[config.mk]
export PLATFORM = sky130hd
export DESIGN_NAME = truth_table_sweeper
export DESIGN_NICKNAME = d
export VERILOG_FILES = /design/src/rtl/truth_table_sweeper.sv
export SDC_FILE = /design/constraint.sdc
export NUM_CORES = 1
export LEC_CHECK = 0
export CAP_MARGIN = 20
export CORE_UTILIZATION = 53
export DETAILED_ROUTE_END_ITERATION = 12
export GPL_ROUTABILITY_DRIVEN = 0
export PLACE_DENSITY = 0.89
export SKIP_LAST_GASP = 1
export SYNTH_ARGS = -nofsm -noshare
export SYNTH_HDL_FRONTEND = slang
export SYNTH_SLANG_ARGS = --single-unit
[constraint.sdc]
create_clock -name clk -period 2 [get_ports clk]
set_clock_uncertainty 0.05 [all_clocks]
set_input_delay 0.4 -clock clk [delete_from_list [all_inputs] [get_ports clk]]
set_output_delay 0.4 -clock clk [all_outputs]
set_load 0.005 [all_outputs]
[src/rtl/truth_table_sweeper.sv]
// Purpose : sweeps {in1,in2,in3} through 000..111 into a 3-input gate, samples the gate's
//           output at the end of each hold window and assembles the 8-bit truth-table word.
// Latency : busy for 8*HOLD_CYCLES cycles after start is accepted, then a one-cycle done.
// Backpressure: none. start is taken only in IDLE or DONE and is ignored while a sweep runs.
//
// Ports:
//   clk, rst        single clock, synchronous active-high reset
//   start           sweep request (IDLE/DONE only)
//   in1, in2, in3   applied combination (in1 = MSB) to the gate under test
//   out_sample      gate output, synchronous to clk
//   busy            high while a combination is being applied
//   done            one-cycle pulse when the sweep completes
//   table_out       truth-table word, combination 000 in the MSB
//   match           table_out == EXPECTED, valid together with table_out
module truth_table_sweeper #(
    parameter int unsigned HOLD_CYCLES = 4,
    parameter logic [7:0]  EXPECTED    = 8'h0E
) (
    input  logic       clk,
    input  logic       rst,
    input  logic       start,
    output logic       in1,
    output logic       in2,
    output logic       in3,
    input  logic       out_sample,
    output logic       busy,
    output logic       done,
    output logic [7:0] table_out,
    output logic       match
);

    localparam logic [1:0] ST_IDLE  = 2'd0;
    localparam logic [1:0] ST_APPLY = 2'd1;
    localparam logic [1:0] ST_DONE  = 2'd2;

    // Counter value on the last cycle of a hold window.
    localparam logic [7:0] HOLD_LAST = 8'(HOLD_CYCLES - 1);

    logic [1:0] state_q, state_d;
    logic [2:0] idx_q,   idx_d;
    logic [7:0] cnt_q,   cnt_d;
    logic [7:0] table_q, table_d;
    logic       match_q, match_d;

    always_comb begin
        state_d = state_q;
        idx_d   = idx_q;
        cnt_d   = cnt_q;
        table_d = table_q;
        match_d = match_q;

        case (state_q)
            ST_IDLE, ST_DONE: begin
                if (start) begin
                    // A new sweep discards the previous result.
                    state_d = ST_APPLY;
                    idx_d   = 3'd0;
                    cnt_d   = 8'd0;
                    table_d = 8'h00;
                    match_d = 1'b0;
                end else begin
                    state_d = ST_IDLE;
                end
            end

            ST_APPLY: begin
                if (cnt_q == HOLD_LAST) begin
                    // Combination 000 lands in bit 7 so the word reads like the gate's name.
                    table_d[3'd7 - idx_q] = out_sample;
                    cnt_d = 8'd0;
                    if (idx_q == 3'd7) begin
                        state_d = ST_DONE;
                        // Compare against the word including the bit captured this edge.
                        match_d = (table_d == EXPECTED);
                    end else begin
                        idx_d = idx_q + 3'd1;
                    end
                end else begin
                    cnt_d = cnt_q + 8'd1;
                end
            end

            default: begin
                state_d = ST_IDLE;
            end
        endcase
    end

    always_ff @(posedge clk) begin
        if (rst) begin
            state_q <= ST_IDLE;
            idx_q   <= 3'd0;
            cnt_q   <= 8'd0;
            table_q <= 8'h00;
            match_q <= 1'b0;
        end else begin
            state_q <= state_d;
            idx_q   <= idx_d;
            cnt_q   <= cnt_d;
            table_q <= table_d;
            match_q <= match_d;
        end
    end

    // All outputs decode from registered state; inputs rest at 000 outside APPLY.
    assign busy            = (state_q == ST_APPLY);
    assign done            = (state_q == ST_DONE);
    assign {in1, in2, in3} = busy ? idx_q : 3'b000;
    assign table_out       = table_q;
    assign match           = match_q;

endmodule

== Word-level counts from Yosys, hierarchy flattened ==
Index checks and enable logic that the tools add are counted.

* Output and inout bits: 14
* Logic and storage cells: 49
* Register bits: 22

* Multiplexer cells: 21
* Magnitude comparators: 2
* $add $sub $neg: 3
* Eq/ne operators: 9
* Reduce and logical (&&, ||, !) cells: 9

{| class="wikitable"
|+ Operator list
! cell !! count
|-
| $pmux 8 s2 || 2
|-
| $mux 8 || 3
|-
| $mux 3 || 4
|-
| $add 8x1->8 const B || 1
|-
| $bwmux 8 || 1
|-
| $eq 8x2->1 const B || 1
|-
| $eq 8x4->1 const B || 1
|-
| $reduce_and 4->1 || 2
|-
| $pmux 3 s2 || 1
|-
| $mux 1 || 5
|-
| $lt 3x4->1 const B || 1
|-
| $mux 2 || 2
|-
| $ne 2x1->1 const B || 2
|-
| $ne 2x2->1 const B || 2
|-
| $pmux 2 s2 || 1
|-
| $reduce_and 2->1 || 2
|-
| $add 3x1->3 const B || 1
|-
| $demux 1 s3 || 1
|-
| $eq 3x3->1 const B || 1
|-
| $ge 3x1->1 const B || 1
|-
| $reduce_and 3->1 || 1
|-
| $sub 3x3->3 const A || 1
|-
| $eq 2x1->1 const B || 1
|-
| $eq 2x2->1 const B || 1
|-
| 5 further kinds || 5
|}

== Logic depth before layout (Yosys ltp) ==
* Depth in word-level cells: 10
* Mapped depth: 8
* Mapped depth without buffers: 6

== Worst setup path after synthesis ==
Ideal clock, no wire load.

* Kind: register -> register
* Start: register cnt_q[0]
* End: register table_q[2] (netlist: table_out[2])
* Path buffers: 0
* Path slack: 0.253 ns
* Clock period less this slack: 1.747 ns
* Arrival time: 1.574 ns
* Required time: 1.828 ns
* Stages on the path, launching flop included: 7
* Cell sequence: dfxtp_1 -> ha_1 -> or4b_4 -> nor3_4 -> nand3_1 -> nand3_1 -> o21ai_1

* Cells in the longest elaborated chain, start to end: 3

{| class="wikitable"
|+ Ends and longest elaborated chain
! item !! line !! text
|-
| from (decl) || 41 || <nowiki>logic [7:0] cnt_q, cnt_d;</nowiki>
|-
| from (signal assigned) || 99 || <nowiki>cnt_q <= cnt_d;</nowiki>
|-
| $eq 8x2->1 || 67 || <nowiki>if (cnt_q == HOLD_LAST) begin</nowiki>
|-
| $ne 2x1->1 (no line) || - ||
|-
| $reduce_and 3->1 (no line) || - ||
|-
| to (signal assigned) || 100 || <nowiki>table_q <= table_d;</nowiki>
|-
| to (decl) || 42 || <nowiki>logic [7:0] table_q, table_d;</nowiki>
|}

No other way between the ends.
A chain may end at the register's enable or synchronous reset.

== Final worst setup path ==
* Start: register state_q[1]
* End: output port in2

* Cells in the longest elaborated chain, start to end: 2

{| class="wikitable"
|+ Ends and longest elaborated chain
! item !! line !! text
|-
| from (decl) || 39 || <nowiki>logic [1:0] state_q, state_d;</nowiki>
|-
| from (signal assigned) || 97 || <nowiki>state_q <= state_d;</nowiki>
|-
| $eq 2x1->1 || 106 || <nowiki>assign busy = (state_q == ST_APPLY);</nowiki>
|-
| $mux 3 || 108 || <nowiki>assign {in1, in2, in3} = busy ? idx_q : 3'b000;</nowiki>
|-
| to (decl) || 23 || <nowiki>output logic in2,</nowiki>
|}

No other way between the ends.

==> results by group <==
Outcome
  • Outcome: complete, but fails checks
  • Failing checks: negative setup slack

CTS
  • CTS sink cnt: 22
  • Later-pin clock latency in the skew report: 0.33 ns
  • CTS tree: built
  • Max clock buf depth: 2
  • CTS buffer count: 3
  • H-tree depth: 1
  • Clock root cell: clkbuf_4
  • Worst-path clk slew: 0.13 ns
  • # hold bufs at CTS: 0

Die
  • Initial Utilization: 56.1%
  • Die width: between 50 and 60 um
  • Num rows: 17
  • Die Ht: 50.2 um
  • I/O pin cnt: 18
  • Core area: between 2000 and 2500 um2
  • Die area: 2520 um2

Critical path
  • CP endpoint kind: output port
  • Worst EP arrival: around 1.6 ns
  • Crit path cell chain: nand2b_4 > inv_2 > and2_4 > clkdlybuf4s50_1
  • Startpoint Class: register
  • Critical-path maximum fanout: 5
  • Critical path data required time: 1.55 ns
  • Flop2flop setup slack: approximately 0.11 ns
  • CP max stage delay: between 0.4 and 0.5 ns
  • Slowest cell on crit path: clkdlybuf4s50_1
  • Worst Setup Path Type: register to output port
  • Worst-case reg-to-reg path depth: 6

Layout
  • Most frequent cells in the layout: 18 x nand3_1, 16 x dfxtp_1, 15 x clkdlybuf4s50_1, 13 x buf_4
  • Fin cells: 205
  • Most common cell after layout, fill and taps aside: nand3_1
  • Fillers: 168
  • Area grow syn2layout: 27.6%
  • Post-Layout Inst Area: ~1600 um2
  • Share of cells above drive strength 1: approximately a fifth
  • NumNets Final: 185
  • # diodes: 0

Timing
  • Final Hold Viols: 0
  • Slew headroom: 58.4%
  • Worst-margin pin slew: 0.622 ns
  • Tmin final: about 2.0 ns
  • Max frequency: 0.495 GHz
  • Setup TNS: -0.0203 ns
  • Final hold slack: about 0.44 ns
  • Part of the cycle the worst path needs: 101%
  • Final WS setup: -0.0203 ns
  • Max-slew violations: 0
  • RSZ-0062 raised after global routing: yes
  • Final setup vio count: 1

Yosys
  • Gate Count Post-Synth: 151
  • Post-synthesis sequential area ratio: between 30 and 40%
  • Synth Flop Type: dfxtp_1
  • Yosys warns: 0
  • Netlist Area Pre-Place: 1230 um2
  • Post-Syn Nets: 158
  • Syn_area_per_cell: 8.14 um2
  • Post-synthesis async set-or-reset flop share: 0%
  • Post-synth cell types: 43
  • Synth Register Bits: 22
  • Post-synth EDFFs: 0

Global route
  • GRT Util Overall: roughly a quarter
  • First-pass GRT wire length: 4.82 mm
  • Vias in the first global route: 1096
  • Pin count of the biggest net entering global routing: 18
  • Initial antenna violation count: 0
  • Grt total ovfl: 0

Placement
  • Placed Area: ~1500 um2
  • Placed Cells: between 150 and 200
  • Detailed placement HPWL: roughly 2.1 mm
  • Post-place setup slack: -0.00691 ns
  • Buffers on Ports: 17

Routing
  • Detailed-route wire length: 3.23 mm
  • DRT iter0 DRCs: 41
  • Vias per inst: roughly 6.3
  • Routed vias: 1297
  • Routed wire per std cell: 15.8 um
  • DR DRC count: 0
  • DRT Pass-1 Iters: 4
  • Antenna-violating nets left: 0

Worst hold path
  • WHS Path Cells: 2
  • Worst Hold Class: register to register

Power
  • Pwr Density: 543 nW/um2
  • Worst VDD drop: 0.000367 V
  • Leak Pwr: between 0.6 and 0.7 nW

Flow run
  • Max-cap violations: 0
[layer usage]
layer | up-vias | track usage [%] | routed length (um)
met4 | 0 | 15.7 | 97
met2 | 56 | 43.1 | 1570
met5 | - | 0 | 0
li1 | 620 | - | -
met3 | 11 | 3.64 | 179
met1 | 610 | 30.1 | 1380
[worst max-delay path, delay by kind of cell (launching register included)]
kind          cells  cell delay [ns]
flops             1             0.34
buf+inv           2             0.60
simple gates      2             0.30
[layout make-up]
| cell class | count | area (um2) | area share (%) |
|---|---|---|---|
| multi-input combinational | 118 | 757 | 48.3 |
| sequential | 22 | 448 | 28.6 |
| timing repair buffer | 31 | 284 | 18.1 |
| clock buffer | 4 | 36.3 | 2.31 |
| tap | 28 | 35.0 | 2.23 |
| inverter | 2 | 7.51 | 0.479 |
[sequential cells by signal (all words and copies together) (netlist names)]
signal,cells
cnt_q,8
match,1
state_q,2
idx_q,3
table_out,8
[where the power goes]
part	switching [W]	internal, W	total, W
sequential	0.00000885	0.000446	0.000455
combinational	0.0000796	0.0000593	0.000139
clock	0.000145	0.000112	0.000257
[synthesized netlist by cell type (2+ instances only)]
master | instances | area (um2)
dfxtp_1 | 22 | 440
nand3_1 | 18 | 90.1
a21oi_1 | 11 | 55.1
nand2_1 | 11 | 41.3
nor2_1 | 10 | 37.5
o21ai_1 | 9 | 45.0
nand2b_1 | 4 | 25.0
nor2b_1 | 4 | 25.0
nor3_1 | 4 | 20.0
and2_1 | 3 | 18.8
and3_1 | 3 | 18.8
buf_2 | 3 | 15.0
clkbuf_1 | 3 | 11.3
ha_1 | 3 | 37.5
nand3b_1 | 3 | 22.5
nor4_1 | 3 | 18.8
o21ai_0 | 3 | 15.0
a311oi_1 | 2 | 17.5
a31o_2 | 2 | 17.5
a41oi_1 | 2 | 17.5
buf_4 | 2 | 15.0
inv_1 | 2 | 7.51
nand4_1 | 2 | 12.5
nor3b_1 | 2 | 15.0
o211a_1 | 2 | 20.0
[per-stage QoR]
| step | utilization (%) | total power [W] |
|---|---|---|
| 5_1_grt | 71.6 | 0.000877 |
| 3_5_place_dp | 66.8 | 0.000579 |
| 2_1_floorplan | - | 0.000533 |
| 3_3_place_gp | 66.8 | 0.000573 |
| 4_1_cts | 69.0 | 0.000834 |
| 6_report | 71.6 | 0.000851 |
[final timing paths]
kind | to | startpoint
max | in2 | state_q[1]
min | table_out[5] | table_out[5]
max reg2reg | table_out[7] | cnt_q[1]
min reg2reg | table_out[5] | table_out[5]
[cells by family (layout without fill, tap and decap cells)]
| family | Yosys count | count (layout) | synth area share [%] |
|---|---|---|---|
| AND/OR/NAND/NOR | 75 | 75 | 35.1 |
| flip-flops | 22 | 22 | 35.8 |
| AO/OA/AOI/OAI | 39 | 39 | 20.7 |
| adder cells (fa/ha/maj) | 3 | 3 | 3.06 |
| buffers and inverters | 11 | 37 | 4.38 |
| multiplexers | 1 | 1 | 0.916 |
[timing repair]
action,4_1_cts,5_1_grt
endpoints found under the setup margin,4,9
resized for setup,4,10
setup buffers,1,3
pin swaps,0,2
Power figures use the tool's default switching activity.
